$ cat src/rtl/div_issue_ctrl_pkg.sv
// Shared definitions for the divider issue controller: FSM encoding and
// special-case constants (sized at 64 bits, sliced down to DATA_W by users).
package div_issue_ctrl_pkg;

  typedef enum logic [1:0] {
    ST_IDLE = 2'd0,
    ST_BUSY = 2'd1,
    ST_DONE = 2'd2
  } state_e;

  localparam logic [63:0] DIV_ZERO_QUO = '1;

  // Most negative value of a w-bit two's complement number (signed-overflow dividend).
  function automatic logic [63:0] ovf_dividend(input int w);
    return 64'd1 << (w - 1);
  endfunction

endpackage

$ cat src/rtl/div_result_cache.sv
// Small fully-associative result cache keyed by {sign, op1, op2}; lowest matching
// index wins, replacement is a round-robin pointer advanced on every write.
module div_result_cache #(
  parameter int DEPTH  = 8,
  parameter int DATA_W = 32
) (
  input  logic                  clk,
  input  logic                  rst,
  input  logic [2*DATA_W:0]     lookup_key_i,
  output logic                  hit_o,
  output logic [DATA_W-1:0]     hit_quo_o,
  output logic [DATA_W-1:0]     hit_rem_o,
  input  logic                  wr_en_i,
  input  logic [2*DATA_W:0]     wr_key_i,
  input  logic [DATA_W-1:0]     wr_quo_i,
  input  logic [DATA_W-1:0]     wr_rem_i
);
  localparam int KEY_W = 2 * DATA_W + 1;
  localparam int PTR_W = (DEPTH > 1) ? $clog2(DEPTH) : 1;

  logic [DEPTH-1:0]  valid_q;
  logic [KEY_W-1:0]  key_q [DEPTH];
  logic [DATA_W-1:0] quo_q [DEPTH];
  logic [DATA_W-1:0] rem_q [DEPTH];
  logic [PTR_W-1:0]  ptr_q;
  logic [DEPTH-1:0]  match;

  generate
    for (genvar gi = 0; gi < DEPTH; gi++) begin : g_match
      assign match[gi] = valid_q[gi] & (key_q[gi] == lookup_key_i);
    end
  endgenerate

  // Scan downwards so the lowest matching index is the one that sticks.
  always_comb begin
    hit_o     = 1'b0;
    hit_quo_o = '0;
    hit_rem_o = '0;
    for (int i = DEPTH - 1; i >= 0; i--) begin
      if (match[i]) begin
        hit_o     = 1'b1;
        hit_quo_o = quo_q[i];
        hit_rem_o = rem_q[i];
      end
    end
  end

  always_ff @(posedge clk or posedge rst) begin
    if (rst) begin
      valid_q <= '0;
      ptr_q   <= '0;
    end else if (wr_en_i) begin
      valid_q[ptr_q] <= 1'b1;
      ptr_q          <= (ptr_q == PTR_W'(DEPTH - 1)) ? '0 : ptr_q + 1'b1;
    end
  end

  always_ff @(posedge clk) begin
    if (wr_en_i) begin
      key_q[ptr_q] <= wr_key_i;
      quo_q[ptr_q] <= wr_quo_i;
      rem_q[ptr_q] <= wr_rem_i;
    end
  end

endmodule

$ cat src/rtl/div_issue_ctrl.sv
// Sequencer between the ALU and the SRT divider core: resolves divide-by-zero,
// signed overflow and cache hits locally, otherwise runs the core.
module div_issue_ctrl
  import div_issue_ctrl_pkg::*;
#(
  parameter int CACHE_DEPTH = 8,
  parameter int DATA_W      = 32
) (
  input  logic              clk,
  input  logic              rst,
  input  logic              flush,
  input  logic              req_valid,
  output logic              req_ready,
  input  logic              req_sign,
  input  logic [DATA_W-1:0] req_op1,
  input  logic [DATA_W-1:0] req_op2,
  output logic              resp_valid,
  input  logic              resp_ready,
  output logic [DATA_W-1:0] resp_quo,
  output logic [DATA_W-1:0] resp_rem,
  output logic              core_start,
  output logic              core_abort,
  output logic              core_sign,
  output logic [DATA_W-1:0] core_op1,
  output logic [DATA_W-1:0] core_op2,
  input  logic              core_done,
  input  logic [DATA_W-1:0] core_quo,
  input  logic [DATA_W-1:0] core_rem
);
  localparam logic [DATA_W-1:0] ZERO_QUO = DIV_ZERO_QUO[DATA_W-1:0];
  localparam logic [DATA_W-1:0] OVF_OP1  = DATA_W'(ovf_dividend(DATA_W));

  state_e            state_q;
  logic              sign_q;
  logic [DATA_W-1:0] op1_q, op2_q, quo_q, rem_q;
  logic              start_q, abort_q;

  logic              accept, div_zero, sgn_ovf, hit, wr_en;
  logic [DATA_W-1:0] hit_quo, hit_rem;

  assign req_ready  = (state_q == ST_IDLE) & ~flush;
  assign accept     = req_valid & req_ready;
  assign div_zero   = (req_op2 == '0);
  assign sgn_ovf    = req_sign & (req_op1 == OVF_OP1) & (req_op2 == ZERO_QUO);
  assign wr_en      = (state_q == ST_BUSY) & core_done & ~flush;

  assign resp_valid = (state_q == ST_DONE);
  assign resp_quo   = quo_q;
  assign resp_rem   = rem_q;
  assign core_start = start_q;
  assign core_abort = abort_q;
  assign core_sign  = sign_q;
  assign core_op1   = op1_q;
  assign core_op2   = op2_q;

  // The decision is made in the accept cycle so local results arrive one cycle later.
  div_result_cache #(
    .DEPTH  (CACHE_DEPTH),
    .DATA_W (DATA_W)
  ) u_cache (
    .clk          (clk),
    .rst          (rst),
    .lookup_key_i ({req_sign, req_op1, req_op2}),
    .hit_o        (hit),
    .hit_quo_o    (hit_quo),
    .hit_rem_o    (hit_rem),
    .wr_en_i      (wr_en),
    .wr_key_i     ({sign_q, op1_q, op2_q}),
    .wr_quo_i     (core_quo),
    .wr_rem_i     (core_rem)
  );

  always_ff @(posedge clk or posedge rst) begin
    if (rst) begin
      state_q <= ST_IDLE;
      sign_q  <= 1'b0;
      op1_q   <= '0;
      op2_q   <= '0;
      quo_q   <= '0;
      rem_q   <= '0;
      start_q <= 1'b0;
      abort_q <= 1'b0;
    end else begin
      start_q <= 1'b0;
      abort_q <= 1'b0;
      if (flush) begin
        state_q <= ST_IDLE;
        abort_q <= (state_q == ST_BUSY);
      end else begin
        case (state_q)
          ST_IDLE: begin
            if (accept) begin
              sign_q <= req_sign;
              op1_q  <= req_op1;
              op2_q  <= req_op2;
              if (div_zero) begin
                quo_q   <= ZERO_QUO;
                rem_q   <= req_op1;
                state_q <= ST_DONE;
              end else if (sgn_ovf) begin
                quo_q   <= OVF_OP1;
                rem_q   <= '0;
                state_q <= ST_DONE;
              end else if (hit) begin
                quo_q   <= hit_quo;
                rem_q   <= hit_rem;
                state_q <= ST_DONE;
              end else begin
                start_q <= 1'b1;
                state_q <= ST_BUSY;
              end
            end
          end
          ST_BUSY: begin
            if (core_done) begin
              quo_q   <= core_quo;
              rem_q   <= core_rem;
              state_q <= ST_DONE;
            end
          end
          ST_DONE: begin
            if (resp_ready) state_q <= ST_IDLE;
          end
          default: state_q <= ST_IDLE;
        endcase
      end
    end
  end

endmodule

$ cat config.mk
export PLATFORM = sky130hd
export DESIGN_NAME = div_issue_ctrl
export DESIGN_NICKNAME = d
export VERILOG_FILES = /design/src/rtl/div_issue_ctrl_pkg.sv /design/src/rtl/div_result_cache.sv /design/src/rtl/div_issue_ctrl.sv
export SDC_FILE = /design/constraint.sdc
export NUM_CORES = 2
export LEC_CHECK = 0
export CORE_MARGIN = 8
export CORE_UTILIZATION = 40
export CTS_CLUSTER_SIZE = 28
export DETAILED_ROUTE_END_ITERATION = 10
export GPL_TIMING_DRIVEN = 0
export HOLD_SLACK_MARGIN = 0.12
export PLACE_DENSITY_LB_ADDON = 0.1
export SKIP_CTS_REPAIR_TIMING = 1
export SYNTH_ARGS = -nofsm -noshare
export SYNTH_HDL_FRONTEND = slang
export SYNTH_HIERARCHICAL = 1
export SYNTH_SLANG_ARGS = --single-unit
export TNS_END_PERCENT = 100
$ cat constraint.sdc
create_clock -name clk -period 18.51 [get_ports clk]
set_input_delay 3.702 -clock clk [delete_from_list [all_inputs] [get_ports clk]]
set_output_delay 3.702 -clock clk [all_outputs]
set_load 0.005 [all_outputs]
==> impl_metrics.csv <==
group,metric,value,unit
synth,synthCells,3461,
timing,drv_slew,2,
critical_path,timing.reg2reg.setup_slack,12.57,ns
timing,post-route-period-util,0.5284,
routing,drc_errors,0,
run_status,status,"finished, violations left",
placed_design,dpl.hpwl,137900,um
timing,tightestPinTransition,1.531,ns
clock_tree,h-tree-depth,4,
global_route,grt_pass1_vias,34130,
floorplan,die_w,370.6,um
placed_design,place_area,56350,um^2
clock_tree,cts_tree,"yes",
routing,wire_per_inst,35.11,um
global_route,grt_pass1_wl,274500,um
clock_tree,clk_latency,0.74,ns
timing,max_freq,102.2,MHz
critical_path,crit_required,19.18,ns
synth,syn_avg_cell_area,14.53,um^2
finish,layout.nets,4074,
floorplan,core,125200,um^2
timing,setup_viol,0,
clock_tree,numCtsBuffers,134,
critical_path,end_kind,"flop",
routing,drt-vias-per-instance,6.195,
timing,finalClockSkew,0.02360,ns
global_route,top_usage_layer,"met2",
global_route,grt_antenna_before_repair,22,
global_route,use_met2,0.4281,
global_route,met1_usage,0.4029,
timing,relSlewSlack,-0.02982,
synth,ys_warn_count,6,
clock_tree,cts.sinks,1176,
synth,ys_types,65,
floorplan,design.die.area,137300,um^2
finish,final_common_cell,"edfxtp_1",
placed_design,gp_congestion,0.9517,
placed_design,io_buffers,267,
timing,post-route-min-period,9.780,ns
hold_path,hp-start,"u_cache/valid_q[0]",
synth,synth_edf_count,1032,
floorplan,fp.dieH,370.6,um
clock_tree,cts_buffer_depth,3,
synth,synth-main-ff-cell,"edfxtp_1",
floorplan,initial_core_util,0.4015,
run_status,failed_checks,"max-capacitance violations, max-slew violations",
pwr,p_per_area,104.8,nW/um^2
global_route,track_usage,0.2843,
timing,grt_setup_unrepaired,"false",
finish,final_cell_area,60480,um^2
finish,final_layout_size_suffix_gt1_frac,0.1025,
finish,area_delta_synth_final,20.29,%
clock_tree,cts_root_buf,"clkbuf_16",
synth,async_flop_share,0.1224,
critical_path,cp-start-kind,"input pin",
timing,holdWs,0.4786,ns
critical_path,crit_type,"input pin to flop",
synth,synth-seq-cells,1176,
finish,final_cell_mix,"edfxtp_1 (1032), nand2_1 (275), clkdlybuf4s50_1 (267)",
synth,seq_area_frac_synth,0.6880,
routing,first_iter_violations,4846,
routing,drtPass1Iterations,8,
pwr,leakage,20.01,nW
pwr,vdd.ir_drop.worst,0.09521,mV
clock_tree,clk_pin_slew,0.06,ns
global_route,gr-usage-met3,0.06846,
hold_path,min_path_type,"flop to flop",
routing,wirelength,199900,um
floorplan,pin_count,268,
floorplan,rows,130,
timing,hold_viol,0,
global_route,gr-total-overflow,0,
run,max_cap_viol_count,1,
global_route,grt_max_degree,98,
synth,synth_nets,3598,
routing,dr_total_vias,35260,
critical_path,rr_startpoint,"u_cache/key_q[1][54]",
synth,netlist_area,50280,um^2
routing,drtAntennaViolNets,0,
critical_path,critical_path.max_fanout,10,
critical_path,worst-endpoint-arrival,10.45,ns
critical_path,crit_start,"req_op1[2]",
## area by class of cell
type | count | area (um^2)
Clock inverter | 38 | 322.8
Antenna cell | 4 | 10.01
Tap cell | 1650 | 2064
Fill cell | 10990 | 64760
Inverter | 107 | 409.1
Multi-Input combinational cell | 1914 | 14190
Buffer | 264 | 1200
Sequential cell | 1176 | 34590
Timing Repair Buffer | 340 | 3886
Clock buffer | 199 | 3804
## metrics by stage
stage	setup TNS, ns	total power [mW]	instances	util	setup WS (ns)
2_1_floorplan	0	3.382	3461	-	4.603
3_3_place_gp	-1244.56	3.830	5378	0.4393	-5.293
3_5_place_dp	0	3.831	5451	0.4499	8.323
4_1_cts	0	6.370	5688	0.4828	9.110
5_1_grt	0	6.505	5689	0.4829	8.732
6_report	0	6.341	5692	0.4829	8.730
## per-layer routing
layer	vias up	wire, um
met5	-	57
met4	8	7195
met3	322	20480
met2	2034	87880
met1	18320	84260
li1	14580	-
## synth_stat cells (9+ instances only)
master,number,area (um^2)
and3_1,66,412.9
o2111ai_1,34,297.8
inv_1,104,390.4
nand4_1,148,925.9
o221ai_1,10,87.58
nand2b_1,103,644.4
o22ai_1,20,125.1
nor2b_1,33,206.5
o21ai_0,15,75.07
xor2_1,100,875.8
nor4b_1,11,96.34
nand3b_1,64,480.5
edfxtp_1,1032,30990
mux2i_1,96,960.9
buf_2,92,460.4
o2bb2ai_1,13,113.9
mux2_2,35,394.1
nor4_1,66,412.9
nand2_1,275,1032
dfrtp_1,144,3603
a311oi_1,124,1086
clkbuf_1,149,559.3
a221o_1,34,340.3
o32ai_1,124,1086
a222oi_1,33,330.3
xnor2_1,261,2286
nand3_1,9,45.04
nor2_1,17,63.81
buf_6,10,112.6
nor3_1,15,75.07
o21ai_1,50,250.2
a2111oi_0,70,613.1
## critical path, cell delays in order
cell             delay [ns]
clkdlybuf4s50_1        0.96
buf_2                  0.68
xnor2_1                0.19
nand4_1                0.11
nor4_1                 1.13
nand4_1                0.48
nor2_1                 1.16
clkbuf_1               0.52
a311oi_1               0.22
o32ai_1                0.85
a222oi_1               0.24
mux2i_1                0.18
## path summary, 6_finish.rpt
kind	depth (start not counted)	to
max in group asynchronous	3	core_op2[6]
min in group asynchronous	2	resp_quo[25]
setup reg to reg	13	resp_quo[25]
setup / recovery	12	resp_rem[5]
hold / removal	1	u_cache/valid_q[0]
hold reg to reg	1	u_cache/valid_q[0]
## flip-flops by register name, summed over array words and instances (netlist names)
| register | count |
|---|---|
| core_abort | 1 |
| core_op1 | 32 |
| core_op2 | 32 |
| core_sign | 1 |
| core_start | 1 |
| resp_quo | 32 |
| resp_rem | 32 |
| state_q | 2 |
| u_cache/key_q | 520 |
| u_cache/ptr_q | 3 |
| u_cache/quo_q | 256 |
| u_cache/rem_q | 256 |
| u_cache/valid_q | 8 |
## report_power, final
part           internal [mW]  switching (mW)
clock                   1.50            1.06
combinational          0.228           0.292
sequential              3.04           0.220
total                   4.77            1.57
## cell families (layout without fill, tap and decap cells)
logic type | Yosys count | count (layout) | share of synthesized area
flip-flops | 1176 | 1176 | 0.6880
AND/OR/NAND/NOR | 848 | 848 | 0.09421
multiplexers | 131 | 131 | 0.02695
AO/OA/AOI/OAI | 572 | 572 | 0.09565
XOR/XNOR | 361 | 361 | 0.06288
adder cells (fa/ha/maj) | 2 | 2 | 0.0004976
buffers and inverters | 371 | 948 | 0.03185
other | 0 | 4 | 0
No activity file was read; power rests on OpenSTA's default activity.
